### src/rtl/core_sequencer.sv
// Multi-cycle fetch / execute / writeback sequencer for a single-issue core.
// Provides run/step control, a bounded fetch wait and a sticky fault state.
module core_sequencer #(
  parameter logic [31:0] RESET_PC      = 32'h0000_0000,
  parameter int unsigned FETCH_TIMEOUT = 15
) (
  input  logic        clk,
  input  logic        reset,
  input  logic        run,
  input  logic        step,
  output logic        imem_req,
  output logic [31:0] imem_addr,
  input  logic        imem_ack,
  input  logic [31:0] imem_rdata,
  output logic [31:0] instr,
  output logic        reg_we,
  input  logic        branch_taken,
  input  logic [31:0] branch_target,
  output logic [31:0] pc,
  output logic        halted,
  output logic        fault,
  output logic [31:0] retired
);

  typedef enum logic [2:0] {
    S_HALTED,
    S_FETCH,
    S_EXECUTE,
    S_WRITEBACK,
    S_FAULT
  } state_t;

  localparam logic [6:0]  OPC_OP_IMM = 7'b0010011;
  localparam logic [6:0]  OPC_OP     = 7'b0110011;
  localparam logic [6:0]  OPC_BRANCH = 7'b1100011;
  localparam logic [31:0] EBREAK     = 32'h0010_0073;

  localparam int unsigned      WAIT_W    = $clog2(FETCH_TIMEOUT + 1);
  localparam logic [WAIT_W-1:0] WAIT_LAST = WAIT_W'(FETCH_TIMEOUT - 1);

  state_t            state_q, state_d;
  logic [WAIT_W-1:0] wait_cnt;
  logic              step_flag;
  logic              run_q;
  logic              br_taken_q;
  logic [31:0]       br_target_q;

  logic is_alu, is_branch, is_ebreak, is_legal, misaligned, halt_after_wb;

  // Decode always looks at the latched word, so it is stable through EXECUTE and WRITEBACK.
  assign is_alu        = (instr[6:0] == OPC_OP_IMM) || (instr[6:0] == OPC_OP);
  assign is_branch     = (instr[6:0] == OPC_BRANCH);
  assign is_ebreak     = (instr == EBREAK);
  assign is_legal      = is_alu || is_branch || is_ebreak;
  assign misaligned    = is_branch && branch_taken && (branch_target[1:0] != 2'b00);
  assign halt_after_wb = is_ebreak || step_flag || !run;

  // NOTE: every signal driven here gets a default first, so no path can leave
  // it unassigned and infer a latch.
  always_comb begin
    state_d = state_q;
    unique case (state_q)
      S_HALTED: begin
        if (step || (run && !run_q)) state_d = S_FETCH;
      end
      S_FETCH: begin
        if (imem_ack)                   state_d = S_EXECUTE;
        else if (wait_cnt == WAIT_LAST) state_d = S_FAULT;
      end
      S_EXECUTE: begin
        if (!is_legal || misaligned) state_d = S_FAULT;
        else                         state_d = S_WRITEBACK;
      end
      S_WRITEBACK: begin
        state_d = halt_after_wb ? S_HALTED : S_FETCH;
      end
      S_FAULT: state_d = S_FAULT;
      default: state_d = S_FAULT;
    endcase
  end

  // NOTE: all sequential state uses non-blocking assignments so every register
  // samples the pre-edge values, independent of statement order.
  always_ff @(posedge clk or negedge reset) begin
    if (!reset) begin
      state_q     <= S_HALTED;
      pc          <= RESET_PC;
      instr       <= 32'h0;
      retired     <= 32'h0;
      wait_cnt    <= '0;
      step_flag   <= 1'b0;
      run_q       <= 1'b0;
      br_taken_q  <= 1'b0;
      br_target_q <= 32'h0;
    end else begin
      state_q <= state_d;
      run_q   <= run;

      // Counts consecutive unacknowledged fetch cycles; zero whenever FETCH is entered.
      if (state_q == S_FETCH && !imem_ack) wait_cnt <= wait_cnt + 1'b1;
      else                                 wait_cnt <= '0;

      if (state_q == S_FETCH && imem_ack) instr <= imem_rdata;

      if (state_q == S_HALTED && step)  step_flag <= 1'b1;
      else if (state_q == S_WRITEBACK)  step_flag <= 1'b0;

      if (state_q == S_EXECUTE) begin
        br_taken_q  <= branch_taken;
        br_target_q <= branch_target;
      end

      if (state_q == S_WRITEBACK) begin
        pc      <= (is_branch && br_taken_q) ? br_target_q : pc + 32'd4;
        retired <= retired + 32'd1;
      end
    end
  end

  assign imem_req  = (state_q == S_FETCH);
  assign imem_addr = pc;
  assign reg_we    = (state_q == S_WRITEBACK) && is_alu;
  assign halted    = (state_q == S_HALTED);
  assign fault     = (state_q == S_FAULT);

endmodule

### config.mk
export PLATFORM = sky130hd
export DESIGN_NAME = core_sequencer
export DESIGN_NICKNAME = d
export VERILOG_FILES = /design/src/rtl/core_sequencer.sv
export SDC_FILE = /design/constraint.sdc
export NUM_CORES = 1
export LEC_CHECK = 0
export ABC_AREA = 1
export CAP_MARGIN = 20
export CORE_AREA = 2 2 123 125
export DETAILED_ROUTE_END_ITERATION = 8
export DIE_AREA = 0 0 125 127
export PLACE_DENSITY = 0.83
export SYNTH_ARGS = -nofsm -noshare
export SYNTH_HDL_FRONTEND = slang
export SYNTH_SLANG_ARGS = --single-unit
### constraint.sdc
create_clock -name clk -period 2.5 [get_ports clk]
set_clock_uncertainty 0.15 [all_clocks]
set_input_delay 0.375 -clock clk [delete_from_list [all_inputs] [get_ports clk]]
set_output_delay 0.375 -clock clk [all_outputs]
set_load 0.1 [all_outputs]
# Yosys cells after proc, flatten, opt, wreduce, memory -nomap -nowiden
# Index checks and enable logic that the tools add are counted.
# word_totals
ff_bits,138
input_bits,70
output_inout_bits,132
elab_cells,56
# classes
n_addsub,3
n_eq_ne,11
n_mux,10
reduce_logical,23
# op_table
operator,n
$add A32 B1 Y32 const B,1
$add A32 B3 Y32 const B,1
$eq A32 B21 Y1 const B,1
$mux W32,1
$mux W3,4
$pmux W3 S4,1
$logic_and A1 B1 Y1,8
$eq A7 B5 Y1 const B,1
$eq A7 B6 Y1 const B,1
$eq A7 B7 Y1 const B,1
$logic_or A1 B1 Y1,7
$eq A3 B2 Y1 const B,2
$add A4 B1 Y4 const B,1
$eq A4 B4 Y1 const B,1
$logic_not A1 Y1,4
$mux W4,1
$reduce_bool A2 Y1,2
$eq A3 B1 Y1 const B,1
$eq A3 B3 Y1 const B,1
$logic_not A3 Y1,1
$mux W1,3
$ne A3 B1 Y1 const B,1
$ne A2 B1 Y1 const B,1
$reduce_and A2 Y1,1

# Longest topological paths before layout
# logic_depth
word_depth,8
depth_mapped,12
ltp_nobuf,12

# Least setup slack after synthesis
# OpenSTA, ideal clock, no wires.
# synth_path
path_kind,register to output
from,register instr[4]
to,output port reg_we
arrival_time_ns,4.059
required_ns,1.975
slack_ns,-2.084
stages_incl_launch_ff,3
n_path_buf,0
path_cell_list,dfrtp_1 -> inv_1 -> nor4_1
# synth_via
elab_chain_cells,3
elab_cells_between_ends,4
cone_classes,2 x eq/ne; 2 x reduce/logical
# synth_rtl
item,line,rtl
from (decl),15,"output logic [31:0] instr,"
from (signal assigned),103,if (state_q == S_FETCH && imem_ack) instr <= imem_rdata;
$eq A7 B5 Y1 or $eq A7 B6 Y1 (tied branches),51,assign is_alu = (instr[6:0] == OPC_OP_IMM) || (instr[6:0] == OPC_OP);
$logic_or A1 B1 Y1 (*),51,
$logic_and A1 B1 Y1 (*),122,assign reg_we = (state_q == S_WRITEBACK) && is_alu;
to (decl),16,"output logic reg_we,"
# Mark *: on every way between the ends. The rest lies on a longest branch, timed or not.

# Worst setup path after layout
# layout_path
from,register state_q[0]
to,output port reg_we
# layout_via
elab_chain_cells,2
# layout_rtl
item,line,rtl
from (decl),41,"state_t state_q, state_d;"
from (signal assigned),96,state_q <= state_d;
$eq A3 B2 Y1,122,
$logic_and A1 B1 Y1,122,
# No other way between the ends.

==> impl_metrics.toml <==
[run_status]
status = "completed"

[yosys]
yosysUniqueCellTypes = 39
synth_cells = 997
synth_top_cell_area_share_pct = 45.9
synth_area_per_cell_um2 = 7.55
yosysSeqAreaShare_pct = 45.9
syn_area_um2 = 7520
syn-num-nets = 1071
synth_area_leaders = "dfrtp_1 (46%), nand2_1 (17%), inv_1 (5.5%), o21ai_0 (5.5%), nor2_1 (4.3%)"
ys_seq_elements = 138
synth_warnings = 0
synth_area_leader_cell = "dfrtp_1"

[critical_path]
r2r-end = "imem_addr[18]"
crit_chain = "inv_2, nor2_4, nand2_4, nor4_4, buf_12"
cpPeakStageDelay_ns = 0.47
critPathTopFamily = "simple AND/OR/NAND/NOR gates"
reg2reg_from = "imem_addr[2]"
cp.required_ns = 1.98
crit_fanout = 9
path_buf_inv = 2
r2r_cells = 9
endpoint_kind = "primary output"
cp-start-kind = "flop"
r2r_slack_ns = 0.40
cp_slowest_cell = "dfrtp_1"
timing_worst_setup_path_type = "reg2out"
crit_arrival_ns = 1.74

[sta]
rsz0062_at_grt = "false"
slew_violations = 0
period_minus_slack_ns = 2.27
relSlewSlack_pct = 58.6
hold_slack_ns = 0.316
worst_pin_slew_ns = 0.622
finalHoldViolCount = 0
setup_ws_ns = 0.232
setup-tns-final_ns = 0
fmax_ghz = 0.441
setup_viol = 0
fin_crit_sh_pct = 90.7

[global_route]
grt_pass1_vias = 6908
antenna_found_initial = 0
grt_overflow_total = 0
grt_pass1_wl_um = 33800
grt_start_max_net_pins = 67
grtUsageTotal_pct = 26.4

[floorplan]
floorplan.initialDensity_pct = 52.2
ios = 202
die_area_um2 = 15900
rows = 44
core_um2 = 14400
fp.dieH_um = 127
die-width_um = 125

[final_layout]
fillerInstances = 1180
final_cells = 1368
insertedDiodeCount = 0
drive_gt1_share_pct = 17.1
multi_input_area_um2 = 3300
fin_util_pct = 68.1
final_nets = 1246
final_area_um2 = 9830
ff_latch_area_um2 = 3450
syn_to_final_growth_pct = 30.6

[detailed_routing]
post-route-drc-count = 0
post_drt_wl_per_cell_um = 15.1
drt_iter0_drc = 507
drtAntennaViolNets = 0
drt-pass1-iter-count = 7
viasPerCell = 5.20
wl_um = 20700
routed-via-count = 7116

[placement]
dp_slack_ns = 0.477
port_buffers = 201
dpl_cell_area_um2 = 9250
placed_cells = 1336
gp_congestion = 0.923
dp_hpwl_um = 15200

[power_and_ir_drop]
p_int_mw = 3.96
peakVddDrop_mv = 0.466
combPwrFrac_pct = 9.5
p_seq_share_pct = 43.6
power_switching_share_pct = 24.7
p_leak_nw = 4.79
power_mw = 5.26
cellPowerDensity_nw_per_um2 = 536
clkPwrFrac_pct = 46.9
p_switching_mw = 1.30

[clock_tree]
htree_levels = 4
clkTransAtPathRegs_ns = 0.05
postCtsSetupRepairBufs = 0
hold_buffers = 1
numCtsBuffers = 17
clk_latency_ns = 0.42
cts_root_buffer = "clkbuf_16"
cts_tree = "yes"
clockBufferDepth = 2
cts_resized = 0
cts.sinks = 138

[min_path]
worstHoldStart = "br_target_q[4]"
min_to = "br_target_q[4]"
min_path_cells = 2
min_path_type = "reg2reg"

[job]
cap_violations = 0
[cell families (layout without fill, tap and decap cells)]
group	count (synthesis)	count (layout)	share of synthesized area (%)
adder cells (fa/ha/maj)	4	4	0.665
AO/OA/AOI/OAI	101	101	7.17
flip-flops	138	138	45.9
buffers and inverters	173	360	10.8
AND/OR/NAND/NOR	547	547	31.5
XOR/XNOR	34	34	3.96
[flip-flops by register name, indices dropped and copies added (netlist names)]
register     flops
br_target_q     32
imem_addr       32
instr           32
retired         32
wait_cnt         4
state_q          3
br_taken_q       1
run_q            1
step_flag        1
[routing by layer]
metal	GRT usage, %	vias up	part of all wire (%)	wire length [um]
li1	-	3451	-	-
met1	34.1	3363	42	8750
met2	43.3	289	48	9910
met3	8.75	13	9.1	1880
met4	6.60	0	0.68	140
met5	0	-	0	0
[worst reg2reg max path, stage by stage, from the launching register on]
cell	delay (ns)
dfrtp_1	0.45
ha_1	0.25
nand3_1	0.15
inv_1	0.14
nand2_1	0.12
nor2_2	0.32
nand4_1	0.15
nand3_1	0.11
nand2_1	0.04
o21ai_0	0.11
[synth_stat cells]
| cell type | count |
|---|---|
| o21ai_0 | 82 |
| inv_2 | 4 |
| o22ai_1 | 3 |
| nor2_4 | 6 |
| o21bai_1 | 1 |
| and3_2 | 1 |
| nand3b_1 | 9 |
| buf_2 | 15 |
| xor2_1 | 23 |
| nor3_1 | 21 |
| nor2_8 | 1 |
| nand3_4 | 2 |
| o211ai_1 | 3 |
| buf_4 | 34 |
| xnor2_1 | 11 |
| nand4_1 | 16 |
| clkbuf_1 | 6 |
| buf_6 | 2 |
| o2111ai_1 | 1 |
| nand2_4 | 2 |
| a211oi_1 | 1 |
| nand3_2 | 1 |
| a21oi_1 | 4 |
| nand2_1 | 343 |
| dfrtp_1 | 138 |
| ha_1 | 4 |
| nand3_1 | 44 |
| nor2_2 | 5 |
| nor4_1 | 2 |
| nor2_1 | 86 |
| o221ai_1 | 2 |
| nor3_2 | 3 |
| or2_2 | 1 |
| a22oi_1 | 1 |
| clkinv_1 | 1 |
| a31oi_1 | 3 |
| nand2_2 | 2 |
| inv_1 | 111 |
| nor3b_1 | 2 |
[layout make-up]
cell class / count / area share, %
clock inverter: 7 / 0.929
inverter: 116 / 4.43
tap: 184 / 2.34
clock buffer: 24 / 4.90
timing repair buffer: 213 / 18.7
multi-input combinational: 686 / 33.6
sequential: 138 / 35.1
[power groups by stage]
stage	clock, mW	combinational [mW]	sequential, mW
CTS	2.49	0.507	2.29
finish	2.47	0.503	2.29
detailed placement	0	0.506	2.33
floorplan	0	0.0421	2.56
global route	2.59	0.532	2.30
global placement	0	0.503	2.33
[placed cells by master, fill, tap and decap left out, types with 2 or more instances in the layout]
cell type	count
a21oi_1	4
a31oi_1	3
buf_12	5
buf_4	138
bufinv_16	2
clkbuf_1	4
clkbuf_16	17
clkbuf_8	3
clkdlybuf4s50_1	68
clkinv_2	3
dfrtp_1	138
ha_1	4
inv_1	111
inv_2	4
nand2_1	343
nand2_2	2
nand2_4	2
nand3_1	44
nand3_4	2
nand3b_1	9
nand4_1	16
nor2_1	85
nor2_2	5
nor2_4	7
nor3_1	19
nor3_2	4
nor3b_1	2
o211ai_1	3
o21ai_0	82
o221ai_1	2
o22ai_1	3
xnor2_1	11
xor2_1	23
[worst max path at each step]
stage                     from            end  slack [ns]  cells past startpoint
floorplan             instr[4]         reg_we       -0.34                      2
global placement    state_q[0]  imem_addr[22]        0.55                      8
detailed placement    instr[4]  imem_addr[15]        0.48                      8
CTS                 state_q[0]         reg_we        0.21                      5
global route        state_q[0]         reg_we        0.15                      5
finish              state_q[0]         reg_we        0.23                      5
Power figures use the tool's default switching activity.
